$ cat src/rtl/mod_addsub_pipe.sv
// mod_addsub_pipe
//   Multi-lane, two-stage pipelined modular adder/subtractor for the Kyber
//   coefficient datapath. Every beat carries LANES coefficient pairs and one
//   opcode that applies to all lanes. Results are reduced into [0, Q-1] and
//   appear two advancing cycles after the beat is accepted.
//
//   S1 forms the raw sum/difference on DWIDTH+1 bits. It also records the
//   per-lane borrow and whether any operand was out of range. S2 applies one
//   conditional +/-Q correction. Both stages advance together on a single
//   enable, which gives full-rate throughput with complete backpressure.
//
// Ports
//   clk        sole clock, rising edge
//   rst        asynchronous active-high reset; flushes both stages
//   in_valid   input beat valid
//   in_ready   block accepts a beat this cycle (= ~out_valid | out_ready)
//   in_op      0: (a+b) mod Q, 1: (a-b) mod Q
//   in_a/in_b  packed operands; lane i = bits [i*DWIDTH +: DWIDTH]
//   out_valid  result beat valid
//   out_ready  consumer accepts the result beat
//   out_res    packed reduced results, same packing as the operands
//   out_err    at least one operand >= Q in some lane of this beat
module mod_addsub_pipe #(
   parameter int DWIDTH = 12,
   parameter int Q      = 3329,
   parameter int LANES  = 8
) (
   input  logic                      clk,
   input  logic                      rst,
   input  logic                      in_valid,
   output logic                      in_ready,
   input  logic                      in_op,
   input  logic [LANES*DWIDTH-1:0]   in_a,
   input  logic [LANES*DWIDTH-1:0]   in_b,
   output logic                      out_valid,
   input  logic                      out_ready,
   output logic [LANES*DWIDTH-1:0]   out_res,
   output logic                      out_err
);

   localparam int RW = DWIDTH + 1;
   localparam logic [RW-1:0]     Q_EXT = RW'(Q);
   localparam logic [DWIDTH-1:0] Q_D   = DWIDTH'(Q);

   // Stage 1: raw arithmetic results
   logic                    s1_valid_reg;
   logic                    s1_op_reg;
   logic                    s1_err_reg;
   logic [LANES*RW-1:0]     s1_raw_reg;
   logic [LANES-1:0]        s1_borrow_reg;

   // Stage 2: corrected results, which drive the outputs directly
   logic                    s2_valid_reg;
   logic                    s2_err_reg;
   logic [LANES*DWIDTH-1:0] s2_res_reg;

   logic [LANES*RW-1:0]     raw_next;
   logic [LANES-1:0]        borrow_next;
   logic [LANES-1:0]        lane_err;
   logic [LANES*DWIDTH-1:0] res_next;
   logic                    adv;

   // The whole pipe moves together. An empty or draining output slot frees
   // every stage.
   assign adv      = ~s2_valid_reg | out_ready;
   assign in_ready = adv;

   genvar gi;
   generate
      for (gi = 0; gi < LANES; gi++) begin : g_lane
         logic [RW-1:0]     a_ext;
         logic [RW-1:0]     b_ext;
         logic [RW-1:0]     raw;
         logic [DWIDTH-1:0] raw_lo;

         assign a_ext = {1'b0, in_a[gi*DWIDTH +: DWIDTH]};
         assign b_ext = {1'b0, in_b[gi*DWIDTH +: DWIDTH]};

         // The extra bit holds the add carry. On a borrow it holds the wrapped
         // difference, which S2 fixes by adding Q modulo 2^DWIDTH.
         assign raw_next[gi*RW +: RW] = in_op ? (a_ext - b_ext) : (a_ext + b_ext);
         assign borrow_next[gi]       = a_ext < b_ext;
         assign lane_err[gi]          = (a_ext >= Q_EXT) | (b_ext >= Q_EXT);

         assign raw    = s1_raw_reg[gi*RW +: RW];
         assign raw_lo = raw[DWIDTH-1:0];

         // Both corrections are exact modulo 2^DWIDTH, so they only need the
         // low DWIDTH bits. The full-width raw value is used only to decide
         // whether the add needs a subtraction of Q.
         always_comb begin
            res_next[gi*DWIDTH +: DWIDTH] = raw_lo;
            if (s1_op_reg) begin
               if (s1_borrow_reg[gi])
                  res_next[gi*DWIDTH +: DWIDTH] = raw_lo + Q_D;
            end else begin
               if (raw >= Q_EXT)
                  res_next[gi*DWIDTH +: DWIDTH] = raw_lo - Q_D;
            end
         end
      end
   endgenerate

   always_ff @(posedge clk or posedge rst) begin
      if (rst) begin
         s1_valid_reg  <= 1'b0;
         s1_op_reg     <= 1'b0;
         s1_err_reg    <= 1'b0;
         s1_raw_reg    <= '0;
         s1_borrow_reg <= '0;
         s2_valid_reg  <= 1'b0;
         s2_err_reg    <= 1'b0;
         s2_res_reg    <= '0;
      end else if (adv) begin
         s1_valid_reg  <= in_valid;
         s1_op_reg     <= in_op;
         // Gating with in_valid keeps bubbles from carrying a stray error flag.
         s1_err_reg    <= in_valid & (|lane_err);
         s1_raw_reg    <= raw_next;
         s1_borrow_reg <= borrow_next;
         s2_valid_reg  <= s1_valid_reg;
         s2_err_reg    <= s1_err_reg;
         s2_res_reg    <= res_next;
      end
   end

   assign out_valid = s2_valid_reg;
   assign out_res   = s2_res_reg;
   assign out_err   = s2_err_reg;

endmodule

$ cat config.mk
export PLATFORM = sky130hd
export DESIGN_NAME = mod_addsub_pipe
export DESIGN_NICKNAME = d
export VERILOG_FILES = /design/src/rtl/mod_addsub_pipe.sv
export SDC_FILE = /design/constraint.sdc
export NUM_CORES = 1
export LEC_CHECK = 0
export CORE_MARGIN = 3
export CORE_UTILIZATION = 50
export CTS_BUF_LIST = sky130_fd_sc_hd__clkbuf_8
export DETAILED_ROUTE_END_ITERATION = 6
export PLACE_DENSITY = 0.74
export SYNTH_ARGS = -nofsm -noshare
export SYNTH_HDL_FRONTEND = slang
export SYNTH_SLANG_ARGS = --single-unit
$ cat constraint.sdc
create_clock -name clk -period 13.44 [get_ports clk]
set_input_delay 2.688 -clock clk [delete_from_list [all_inputs] [get_ports clk]]
set_output_delay 2.688 -clock clk [all_outputs]
set_load 0.01 [all_outputs]
* Word level (Yosys, flattened, before mapping) *
Index checks and enable logic that the tools add are counted.

cells by class
  add/subtract/negate cells = 32
  magnitude comparators = 32
  muxes and demuxes = 32
  bitwise gates (word level) = 11
  reductions and logical operators = 1

operator list
  cell                    number
  $mux 12                 24
  $ge 12x12->1 const B    16
  $add 12x12->13          8
  $ge 13x12->1 const B    8
  $mux 13                 8
  $sub 12x12->13          8
  $add 12x12->12 const B  8
  $lt 12x12->1            8
  $sub 12x12->12 const B  8
  $or 1x1->1              9
  $reduce_or 8->1         1
  $and 1x1->1             1
  $not 1->1               1

word-level totals
  flip-flop bits (word level) = 213
  logic and storage cells = 116

* Longest topological paths before layout *
  word-level depth = 4
  depth in mapped cells = 10

* Worst setup path before layout *
No wires, ideal clock.

  path type = in2out
  start = input port out_ready
  end = output port in_ready
  data arrival time = 3.875 ns
  required time = 10.752 ns
  setup slack = 6.877 ns
  stages on the path = 6
  path buffers = 4
  cells stage by stage = nor2b_1 -> clkbuf_1 -> inv_1 -> clkbuf_1 -> clkbuf_1 -> clkbuf_1

between the ends
  cells in the longest elaborated chain, start to end = 1

ends and longest elaborated chain
  element          RTL line  RTL
  start, declared  36        input logic out_ready,
  $or 1x1->1       65        assign adv = ~s2_valid_reg | out_ready;
  end, declared    31        output logic in_ready,

No other way between the ends.

* Final worst setup path *
Ends and elaborated chain as after synthesis.

==> metrics.yaml <==
route:
  num_vias: 20200
  drtAntennaViolNets: 0
  wl_per_cell_um: 18.6
  drc: 0
  detail_route.wirelength_um: 63200
  avgViaCountPerCell: 5.95
  drt-initial-drc-count: 1105
  drt_pass1_iterations: 5
placed_design:
  dpl_cell_area_um2: 23600
  io_buffers: 295
  hpwl_um: 48700
  place_ws_ns: 5.94
  gp_congestion: 0.966
  dpl.cell_count: 3320
pwr:
  p_int_mw: 1.82
  powerDensity_nw_per_um2: 124
  clockPowerShare: 0.212
  p_total_mw: 3.03
  switching_share: 0.398
  p_leak_nw: 10.4
  p_sw_mw: 1.21
  pwr-share-comb: 0.433
  p_seq_frac: 0.355
  irDropWorstVdd_uv: 82.7
grt:
  grt-ovfl-total: 0
  grt_max_degree: 103
  grt_usage: 0.282
  antenna_found_initial: 12
  grt_pass1_wl_um: 102000
  grt_pass1_vias: 19600
floorplan:
  core_um2: 40100
  io_pins: 296
  die_x_um: 208
  fp.dieH_um: 208
  placement_rows: 73
  initial_utilization: 0.510
  floorplan.die_area_um2: 43300
timing:
  report.final.slew_viol_count: 0
  worst_hold_slack_ns: 0.466
  finalWorstSetupSlack_ns: 5.93
  period_share: 0.559
  worstMarginPinSlew_ns: 1.16
  fmax_mhz: 133
  setup_violations: 0
  finalClockSkew_ns: 0.0409
  fin_crit_ns: 7.51
  rsz0062_at_grt: "false"
  finalHoldViolations: 0
  slew_headroom: 0.228
  final.setup.tns_ns: 0
synthesis:
  yosysMostFrequentCell: "nand2_1"
  synth_area_leaders: "dfrtp_1 (26%), ha_1 (13%), o21ai_0 (5.7%)"
  post_synth_num_cell_types: 84
  synth_top_area_frac: 0.261
  ys_seq_area_frac: 0.261
  avgSynthCellArea_um2: 7.78
  syn_area_um2: 20400
  synth_edf_count: 0
  async_flop_share: 1.00
  yosys_warnings: 0
  ys_ff_latch: 213
  synth_common_cells: "nand2_1 (270), o21ai_0 (234), ha_1 (216)"
  synth_area_leader_cell: "dfrtp_1"
  synthCells: 2627
  ys.flop_type: "dfrtp_1"
  syn-num-nets: 3056
clocking:
  cts_buffers: 41
  clkTransAtPathRegs_ns: 0.06
  cts.sinks: 213
  cts_tree: "done"
  root_buffer: "clkbuf_8"
  cts_setup_buffers: 0
  worstSkewPairLatency_ns: 0.61
  hold_buffers: 0
  clockBufferDepth: 3
  htreeDepth: 2
  ctsResizeCount: 0
critical_path:
  crit_type: "in -> out"
  worst_ep_required_time_ns: 10.75
  cp_slowest_cell: "clkdlybuf4s50_1"
  arrival_ns: 4.83
  path_cells: "clkdlybuf4s50_1, nor2b_4, inv_4, clkdlybuf4s50_1"
  cp_max_fo: 68
  crit_top_cell: "clkdlybuf4s50_1"
  worst_setup_path_end_kind: "output pin"
  slowest_delay_ns: 0.61
  startpoint_type: "input port"
layout:
  final_area_um2: 24400
  post-route-util: 0.609
  fin_nets: 3267
  fin_cells: 3397
  drive_gt1_frac: 0.0377
  areaGrowthSynthToFinish_pct: 19.5
  largest_reg_flops: 104
min_path:
  hold_path_class: "reg -> reg"
run:
  cap_violations: 0
status:
  status: "finished, final reports clean"
## cell type report
type / instances / area [um^2]
clock buffers: 52 / 716
multi-input cells: 2065 / 13800
flip-flops and latches: 213 / 5330
repair buffers: 305 / 3030
clock inverters: 21 / 88.8
inverters: 212 / 806
well taps: 525 / 657
fillers: 3643 / 15700
diodes: 4 / 10.0
## power by group through the flow
stage	Clock (mW)	Sequential, mW	Combinational [mW]
final	0.641	1.08	1.31
after floorplan	0	1.04	0.786
after CTS	0.660	1.07	1.32
after global placement	0	1.07	1.29
after detailed placement	0	1.08	1.31
after global routing	0.689	1.11	1.45
## metal layers
layer / global-route usage / routed length, um
met2: 0.490 / 30700
met1: 0.355 / 26600
met4: 0.0811 / 1650
met3: 0.0602 / 4080
met5: 0 / 127
## cell families (layout without fill, tap and decap cells)
kind of cell	count (synthesis)	in the layout	share of synthesized area
xor+xnor	154	154	0.0660
other cells	0	4	0
mux	17	17	0.00839
fa+ha+maj	232	232	0.148
compound gates	825	825	0.255
flops	213	213	0.261
buf+inv	349	590	0.0649
simple gates	837	837	0.197
## cell usage in the layout (no fill, tap or decap), types with 14 or more instances in the layout
master,synthesis,routed
mux2i_1,16,16
nand3_1,62,62
nor2_1,180,180
xnor2_1,104,104
o31ai_1,36,36
dfrtp_1,213,213
o21bai_1,26,26
o21ai_0,234,234
nor4_1,43,43
xor2_1,50,50
o21ai_1,33,33
o21a_1,20,20
nand4_1,49,49
or3_1,16,16
a31oi_1,52,52
and3_1,16,16
nand2b_1,20,20
a211oi_1,29,29
a21o_1,21,21
o41ai_1,14,14
inv_1,211,223
o211ai_1,26,26
clkdlybuf4s50_1,0,294
clkbuf_8,0,52
fa_1,16,16
ha_1,216,216
nand2_1,270,270
a21oi_1,184,184
nor2b_1,54,53
nor3_1,83,83
## worst max-delay path: cells and delay by family
kind                   cells  cell delay (ns)
and+or+nand+nor            1             0.58
buffers and inverters      3             1.49
## path summary, 6_finish.rpt
check,start,end,slack [ns],cells past startpoint
setup / recovery,out_ready,in_ready,5.93,4
hold / removal,s1_valid_reg,s1_valid_reg,0.47,2
setup reg to reg,out_valid,s1_raw_reg[47],10.29,6
hold reg to reg,s1_valid_reg,s1_valid_reg,0.47,2
max in group asynchronous,rst,out_res[41],9.48,3
min in group asynchronous,rst,out_res[11],2.52,2
(Power assumes the default switching activity.)
